`src/rtl/pattern_loader_pkg.sv`:
```
// Shared types and constants for the pattern RAM frame loader.
// The state enum is reused by anything that needs to observe loader progress.
package pattern_loader_pkg;

    typedef enum logic [2:0] {
        IDLE,
        ADDR,
        COUNT,
        DATA,
        CHECK
    } state_t;

    localparam logic [7:0] SyncByte = 8'hA5;

endpackage

```
`src/rtl/timeout_timer.sv`:
```
// Idle-gap timer: a down-counter reloaded by restart; expired is asserted while
// enabled and the count has run out. Sized so that expiry is seen Cycles-1 cycles
// after the restart cycle, letting a registered consumer react exactly Cycles later.
module timeout_timer #(
    parameter int unsigned Cycles = 16
) (
    input  logic clk,
    input  logic rst,
    input  logic restart,
    input  logic enable,
    output logic expired
);

    localparam int unsigned CountWidth = (Cycles > 2) ? $clog2(Cycles) : 1;
    localparam logic [CountWidth-1:0] Reload = CountWidth'(Cycles - 2);

    logic [CountWidth-1:0] count;

    always_ff @(posedge clk) begin
        if (rst) begin
            count <= '0;
        end else if (restart) begin
            count <= Reload;
        end else if (enable && (count != '0)) begin
            count <= count - CountWidth'(1);
        end
    end

    assign expired = enable && (count == '0);

endmodule

```
`src/rtl/pattern_loader.sv`:
```
// Byte-stream frame parser writing pattern words into port A of the pattern RAM.
// Frame: SYNC, ADDR, COUNT, COUNT data bytes, CHK (XOR of everything after SYNC).
//
//   state | meaning
//   ------+-----------------------------------------------------------
//   IDLE  | waiting for SYNC; other bytes dropped silently
//   ADDR  | next byte is the start address; seeds the checksum
//   COUNT | next byte is the word count; zero skips straight to CHECK
//   DATA  | each byte writes one word and advances the pointer
//   CHECK | next byte is compared to the running checksum
module pattern_loader
    import pattern_loader_pkg::*;
#(
    parameter int unsigned AddrBusWidth  = 6,
    parameter int unsigned DataBusWidth  = 4,
    parameter int unsigned TimeoutCycles = 1_000_000
) (
    input  logic                    clk,
    input  logic                    rst,
    input  logic [7:0]              rx_data,
    input  logic                    rx_valid,
    output logic [AddrBusWidth-1:0] addr_a,
    output logic                    we_a,
    output logic [DataBusWidth-1:0] w_data_a,
    output logic                    busy,
    output logic                    frame_ok,
    output logic                    frame_err
);

    if (AddrBusWidth > 8 || AddrBusWidth < 1) begin : g_bad_addr_width
        $error("pattern_loader: AddrBusWidth must be 1..8");
    end
    if (DataBusWidth > 8 || DataBusWidth < 1) begin : g_bad_data_width
        $error("pattern_loader: DataBusWidth must be 1..8");
    end
    if (TimeoutCycles < 2) begin : g_bad_timeout
        $error("pattern_loader: TimeoutCycles must be at least 2");
    end

    state_t                  state;
    logic [AddrBusWidth-1:0] wr_ptr;
    logic [7:0]              remaining;
    logic [7:0]              checksum;
    logic                    timer_enable;
    logic                    timer_expired;

    assign timer_enable = (state != IDLE);

    timeout_timer #(
        .Cycles (TimeoutCycles)
    ) u_timeout_timer (
        .clk     (clk),
        .rst     (rst),
        .restart (rx_valid),
        .enable  (timer_enable),
        .expired (timer_expired)
    );

    // An arriving byte always takes priority over a timeout on the same cycle.
    always_ff @(posedge clk) begin
        if (rst) begin
            state     <= IDLE;
            wr_ptr    <= '0;
            remaining <= '0;
            checksum  <= '0;
            addr_a    <= '0;
            we_a      <= 1'b0;
            w_data_a  <= '0;
            busy      <= 1'b0;
            frame_ok  <= 1'b0;
            frame_err <= 1'b0;
        end else begin
            we_a      <= 1'b0;
            frame_ok  <= 1'b0;
            frame_err <= 1'b0;

            if (rx_valid) begin
                case (state)
                    IDLE: begin
                        if (rx_data == SyncByte) begin
                            state <= ADDR;
                            busy  <= 1'b1;
                        end
                    end
                    ADDR: begin
                        wr_ptr   <= rx_data[AddrBusWidth-1:0];
                        checksum <= rx_data;
                        state    <= COUNT;
                    end
                    COUNT: begin
                        remaining <= rx_data;
                        checksum  <= checksum ^ rx_data;
                        state     <= (rx_data == 8'd0) ? CHECK : DATA;
                    end
                    DATA: begin
                        we_a      <= 1'b1;
                        addr_a    <= wr_ptr;
                        w_data_a  <= rx_data[DataBusWidth-1:0];
                        wr_ptr    <= wr_ptr + AddrBusWidth'(1);
                        remaining <= remaining - 8'd1;
                        checksum  <= checksum ^ rx_data;
                        if (remaining == 8'd1) begin
                            state <= CHECK;
                        end
                    end
                    CHECK: begin
                        if (rx_data == checksum) begin
                            frame_ok <= 1'b1;
                        end else begin
                            frame_err <= 1'b1;
                        end
                        state <= IDLE;
                        busy  <= 1'b0;
                    end
                    default: begin
                        state <= IDLE;
                        busy  <= 1'b0;
                    end
                endcase
            end else if (timer_expired) begin
                frame_err <= 1'b1;
                state     <= IDLE;
                busy      <= 1'b0;
            end
        end
    end

endmodule

```
`config.mk`:
```
export PLATFORM = sky130hd
export DESIGN_NAME = pattern_loader
export DESIGN_NICKNAME = d
export VERILOG_FILES = /design/src/rtl/pattern_loader_pkg.sv /design/src/rtl/timeout_timer.sv /design/src/rtl/pattern_loader.sv
export SDC_FILE = /design/constraint.sdc
export NUM_CORES = 1
export LEC_CHECK = 0
export CAP_MARGIN = 20
export CELL_PAD_IN_SITES_DETAIL_PLACEMENT = 1
export CELL_PAD_IN_SITES_GLOBAL_PLACEMENT = 1
export CORE_MARGIN = 5
export CORE_UTILIZATION = 39
export DETAILED_ROUTE_END_ITERATION = 16
export PLACE_DENSITY_LB_ADDON = 0.1
export SETUP_SLACK_MARGIN = 0.02
export SKIP_LAST_GASP = 1
export SLEW_MARGIN = 20
export SYNTH_ARGS = -nofsm -noshare
export SYNTH_HDL_FRONTEND = slang
export SYNTH_SLANG_ARGS = --single-unit
```
`constraint.sdc`:
```
create_clock -name clk -period 2.1 [get_ports clk]
set_clock_uncertainty 0.2 [all_clocks]
set_input_delay 0.21 -clock clk [delete_from_list [all_inputs] [get_ports clk]]
set_output_delay 0.21 -clock clk [all_outputs]
set_load 0.01 [all_outputs]
```
==> impl_results.md, run 1 <==
- Pre-CTS setup slack: -0.2052 ns
- R2R Path End: u_timeout_timer.count[3]$_SDFFE_PP0P_
- Primary FF master, synth: dfxtp_1
- CP Class: reg2reg
- Mapped Cells: 387
- Starting utilization of the core area: 40.04%
- Yosys top cell area share: 38.37%
- Crit Reg-Reg Startpoint: u_timeout_timer.count[14]$_SDFFE_PP0P_
- Slew @ Worst Pin: 0.4659 ns
- Die Area: 9768 um^2
- Setup slack, reg-to-reg: 0.05 ns
- YS warnings: 0
- Clk_lat worst skew: 0.33 ns
- P&R area growth vs syn: 31.67%
- Worst reg-to-reg path cell count: 7
- Synth Net Count: 402
- Initial DRC Count: 68
- Power density cells: 641.3 nW/um^2
- Tcrit/Tclk final: 97.72%
- Root buffer cell: clkbuf_8
- Largest net degree at the start of global routing: 33
- Die height: 98.84 um
- Clock sink total: 59
- Final setup margin: 0.04786 ns
- GRT Total Usage: 19.42%
- GR Overflow Total: 0
- CTS Hold Bufs: 0
- Layout Nets: 467
- Final Critical Period: 2.052 ns
- Leak Pwr: 1.481 nW
- Number of enable flip-flop cells after synthesis: 0
- Syn_area_per_cell: 7.953 um^2
- WL per Instance: 17.11 um
- FMAX: 487.3 MHz
- CTS max path bufs: 2
- Core footprint: 7687 um^2
- Pins Over Slew Limit: 0
- Syn Std Cell Area: 3078 um^2
- Layout cells sized above 1: 22.42%
- Slew HR: 68.66%
- WHS Path Cells: 2
- Endpoints failing hold: 0
- Drt drc: 0
- Num CTS Buffers: 9
- First-pass GRT wire length: 15350 um
- Top post-synthesis cells by area: dfxtp_1 38%, nand2_1 6.7%, a21oi_1 6.0%
- Reg clk slew, reported paths: 0.07 ns
- I/O pin cnt: 25
- Via/cell ratio: 5.417
- Post-route ant nets: 0
- CTS tree: built
- Antenna violations before repair: 0
- CP Capture Type: flop
- Yosys top cell by area: dfxtp_1
- Max IR drop VDD: 0.3668 mV
- FFs w/ async S/R, synth: 0%
- CP startpoint kind: flop
- Register area share after synthesis: 38.37%
- Post-DP HPWL: 6772 um
- Max-cap viol count: 0
- TritonRoute pass-1 iters: 4
- IO buf count: 24
- Die width: 98.84 um
- Register bit count reported by yosys: 59
- CP arrival: 2.05 ns
- # setup viols final: 0
- Critical Path Start: u_timeout_timer.count[14]$_SDFFE_PP0P_
- Distinct cells, synth: 51
- H-tree depth: 3
- Vias: 3017
- Vias in the first global route: 3103
- Final GP Congestion: 0.8142
- Worst endpoint required time: 2.10 ns
- Status: finished clean
- N_diodes: 0
- Setup TNS: 0 ns
- Unrepaired setup endpoints after global routing: true
- Worst Path Max Fanout: 3
- Pwr Total: 2.599 mW
- Hold WC Path Type: in2reg
- Row cnt: 32
- Worst setup endpoint: u_timeout_timer.count[3]$_SDFFE_PP0P_
- Routed Wire Length: 9530 um
==> flip-flops by register name, summed over array words and instances, names as in the netlist <==
register / cells
u_timeout_timer.count: 20
checksum: 8
remaining: 8
addr_a: 6
wr_ptr: 6
w_data_a: 4
state: 3
busy: 1
frame_err: 1
frame_ok: 1
we_a: 1
==> worst max-delay path, cell delays in order, from the launching register on <==
cell and delay (ns):
dfxtp_1 0.32, buf_4 0.15, nor4_2 0.40, nand3_1 0.17
buf_4 0.17, o211ai_1 0.22, xor2_1 0.21, a21oi_1 0.09
==> layout by cell type (no fill, tap or decap), types with 5 or more instances in the layout <==
cell and count:
nor2b_1 13, buf_4 51, clkdlybuf4s50_1 23, a21oi_1 37
nand2_1 55, dfxtp_1 55, nor2_1 36, nor3_1 12
inv_1 6, nand2b_1 5, xor2_1 21, o21ai_0 16
nand3_1 5, nor4_1 6, clkbuf_8 12, xnor2_1 13
==> final cells by class <==
cell class,count,area (um^2)
fillers,960,3635
multi-input cells,298,1879
flip-flops and latches,59,1186
repair buffers,76,629.4
clock buffers,12,165.2
well taps,102,127.6
clock inverters,2,35.03
inverters,8,30.03
==> cell usage after synthesis, types with 4 or more instances <==
cell type	number
a211oi_1	4
a21oi_1	37
a31oi_1	4
and2_1	4
clkbuf_1	20
dfxtp_1	59
ha_1	4
inv_1	8
mux2i_1	4
nand2_1	55
nand2b_1	5
nand3_1	6
nand4_1	4
nor2_1	37
nor2b_1	13
nor3_1	14
nor4_1	11
o21ai_0	17
or4_1	4
xnor2_1	13
xor2_1	21
==> stage by stage <==
stage	hold slack, ns	instance area (um^2)	instances	utilization (%)
final	0.08609	4053	557	52.72
after global routing	0.1272	4053	557	52.72
after CTS	0.06954	3953	554	51.42
after detailed placement	0.2558	3725	540	48.45
after global placement	0.2484	3725	540	48.45
after floorplan	0.1460	3078	387	-
==> kinds of logic (layout without fill, tap and decap cells) <==
kind of cell | count (synthesis) | count (layout) | share of synthesized area, %
AND/OR/NAND/NOR | 176 | 176 | 29.55
flip-flops | 59 | 59 | 38.37
multiplexers | 5 | 5 | 1.667
buffers and inverters | 30 | 98 | 3.699
adder cells (fa/ha/maj) | 4 | 4 | 1.626
AO/OA/AOI/OAI | 79 | 79 | 15.41
XOR/XNOR | 34 | 34 | 9.675
==> report_power, final <==
group          switching (mW)  leakage [nW]  internal [mW]
clock network           0.430         0.104          0.630
logic                   0.192         0.896          0.168
registers              0.0304         0.480           1.15
total                   0.652          1.48           1.95
==> worst min path at each step <==
stage	end	startpoint	slack (ns)
after global placement	addr_a[5]$_SDFFE_PP0P_	addr_a[5]$_SDFFE_PP0P_	0.25
after global routing	u_timeout_timer.count[1]$_SDFFE_PP0P_	rst	0.13
after detailed placement	addr_a[0]$_SDFFE_PP0P_	addr_a[0]$_SDFFE_PP0P_	0.26
final	frame_err$_SDFF_PP0_	rst	0.09
after floorplan	w_data_a[0]$_SDFFE_PP0P_	rx_data[0]	0.15
after CTS	frame_err$_SDFF_PP0_	rst	0.07
==> metal layers <==
metal / wire length (um) / track usage [%]
met3: 265 / 3.255
met5: 0 / 0
met4: 269 / 7.563
met2: 5018 / 35.12
met1: 3977 / 22.65
==> repair_timing <==
| item | 4_1_cts | 5_1_grt |
|---|---|---|
| buffers inserted | 0 | 3 |
| pin swaps | 1 | 5 |
| cloned | 0 | 0 |
| setup endpoints to repair | 8 | 20 |
| gates resized for setup | 7 | 19 |
Power figures use the tool's default switching activity.
==> run 2, diff against run 1 <==
CORE_UTILIZATION = 30   (was 39)
PLACE_DENSITY = 0.59   (was not set)
PLACE_DENSITY_LB_ADDON = not set   (was 0.1)
==> run 2 against run 1 <==
- cell count up 6.6%
- worst setup slack better by 0.047 ns
- via count down 1.9%
- largest power group unchanged
- highest routed layer unchanged
- total power down 6.2%
- largest cell class unchanged
==> impl_results.md, run 2 (synthesis gave the netlist of run 1 again) <==
- Num CTS Buffers: 9 (unchanged)
- Buf/Inv on CP: 0 (-2)
- Setup slack, reg-to-reg: 0.09 ns (+0.05 ns)
- Vias: 2960 (-1.9%)
- Initial DRC Count: 91 (+34%)
- Clk_lat worst skew: 0.34 ns (about the same)
- H-tree depth: 3 (unchanged)
- CTS tree: built
- P&R area growth vs syn: 31.46%
- Final GP Congestion: 0.7706 (-5.4%)
- Slew HR: 62.86% (-5.8 points)
- GR Util met3: 2.784% (-0.47 points)
- CP dominant cell by count: nor2_1
- Antenna violations before repair: 0 (unchanged)
- Slew @ Worst Pin: 0.5529 ns (+0.08703 ns)
- # setup viols final: 0 (unchanged)
- Layout Nets: 469 (+0.43%)
- Hold WC Path Type: in2reg
- Crit-path cells: or4_4 -> or3_4 -> o31a_2 -> nor2_1 -> nor2_1
- Max IR drop VDD: 0.2349 mV (-36%)
- FMAX: 498.8 MHz (+2.4%)
- GRT Total Usage: 15.41% (-4.0 points)
- Critical path's top delay family: simple AND/OR/NAND/NOR gates
- Post-route ant nets: 0 (unchanged)
- Power density cells: 602.4 nW/um^2 (-6.1%)
- TritonRoute pass-1 iters: 4 (unchanged)
- Tcrit/Tclk final: 95.48% (-2.2 points)
- Starting utilization of the core area: 30.22% (-9.8 points)
- Final Critical Period: 2.005 ns (-0.04713 ns)
- Leak Pwr: 1.467 nW (-0.94%)
- Endpoints failing hold: 0 (unchanged)
- CTS max path bufs: 2 (unchanged)
- Largest net degree at the start of global routing: 23 (-30%)
- Met1 Use GR: 18.71% (-3.9 points)
- CP Class: reg2reg
- Reg clk slew, reported paths: 0.06 ns (about the same)
- CP arrival: 2.03 ns (-0.02 ns)
- Status: finished clean
- Layout cells sized above 1: 21.62% (-0.80 points)
- Vias in the first global route: 3175 (+2.3%)
- Routed Wire Length: 9193 um (-3.5%)
- Die width: 111.3 um (+13%)
- Setup TNS: 0 ns (unchanged)
- Worst Path Max Fanout: 3 (unchanged)
- I/O pin cnt: 25 (unchanged)
- Largest register by flop count: u_timeout_timer.count
- Root buffer cell: clkbuf_8
- Die height: 111.3 um (+13%)
- M2 GR Usage: 27.82% (-7.3 points)
- Fin Hold WS: 0.1009 ns (+0.01483 ns)
- CP Capture Type: flop
- WL per Instance: 15.48 um (-9.5%)
- Largest registers: u_timeout_timer.count x20, checksum x8, remaining x8
- Pins Over Slew Limit: 0 (unchanged)
- CTS Hold Bufs: 0 (unchanged)
- Crit-path slowest cell: or4_4
- Unrepaired setup endpoints after global routing: true
- Clock sink total: 59 (unchanged)
- Die Area: 12390 um^2 (+27%)
- CP max stage delay: 0.54 ns (+0.14 ns)
- GR Overflow Total: 0 (unchanged)
- First-pass GRT wire length: 15710 um (+2.3%)
- Max-cap viol count: 0 (unchanged)
- Core footprint: 10180 um^2 (+32%)
- Post-DP HPWL: 6737 um (-0.52%)
- N_diodes: 0 (unchanged)
- Drt drc: 0 (unchanged)
- Commonest non-fill, non-tap cell in the layout: dfxtp_1
- Via/cell ratio: 4.983 (-8.0%)
- GRT busiest layer: met2
- Max reg flops: 20 (unchanged)
- Most frequent cells in the layout: 56 x dfxtp_1, 55 x nand2_1, 52 x buf_4
- Worst endpoint required time: 2.12 ns (+0.02 ns)
- Row cnt: 37 (+16%)
- CP startpoint kind: flop
- IO buf count: 24 (unchanged)
==> run 2: changes by cell type in the layout (fill, tap and decap cells not counted), moves of 2 or more <==
cell | previous run | this run
nor4_1 | 6 | 8
clkbuf_1 | 0 | 2
clkinv_2 | 1 | 3
clkbuf_8 | 12 | 10
==> run 2: where the power goes <==
part,internal [mW],switching (mW)
registers,1.15,0.0289
logic,0.175,0.185
clock network,0.449,0.452
total,1.77,0.666
==> run 2: final cells by class <==
cell class / count / area [um^2]
flip-flops and latches: 59 / 1185
well taps: 136 / 170.2
clock inverters: 3 / 15.01
fillers: 1247 / 6138
inverters: 8 / 30.03
multi-input cells: 298 / 1853
clock buffers: 12 / 145.1
repair buffers: 78 / 648.1
==> run 2: metrics by stage <==
step | cell area (um^2) | instances | utilization [%] | worst slack [ns] | power [mW]
global route | 4046 | 594 | 39.73 | -0.01562 | 2.560
CTS | 3960 | 591 | 38.88 | 0.02527 | 2.454
global placement | 3782 | 576 | 37.14 | -0.1814 | 1.528
detailed placement | 3782 | 576 | 37.14 | -0.2280 | 1.535
floorplan | 3078 | 387 | - | 0.09752 | 1.383
finish | 4046 | 594 | 39.73 | 0.09499 | 2.438
==> run 2: path summary, 6_finish.rpt <==
check / cells past startpoint / end / startpoint
hold reg to reg: 2 / w_data_a[0]$_SDFFE_PP0P_ / w_data_a[0]$_SDFFE_PP0P_
setup reg to reg: 5 / u_timeout_timer.count[11]$_SDFFE_PP0P_ / u_timeout_timer.count[4]$_SDFFE_PP0P_
hold / removal: 2 / frame_err$_SDFF_PP0_ / rst
setup / recovery: 5 / u_timeout_timer.count[11]$_SDFFE_PP0P_ / u_timeout_timer.count[4]$_SDFFE_PP0P_
==> run 2: repair_timing <==
item                                    4_1_cts  5_1_grt
buffers inserted                              0        3
resized for setup                             4       19
endpoints found under the setup margin        5       22
pin swaps                                     2        4
==> run 2: layer usage <==
layer | share of wire (%) | routed length (um) | vias up
met3 | 1.6 | 149 | 9
met5 | 0 | 0 | -
met4 | 1.2 | 106 | 0
li1 | - | - | 1481
met1 | 46 | 4208 | 1453
met2 | 51 | 4728 | 17
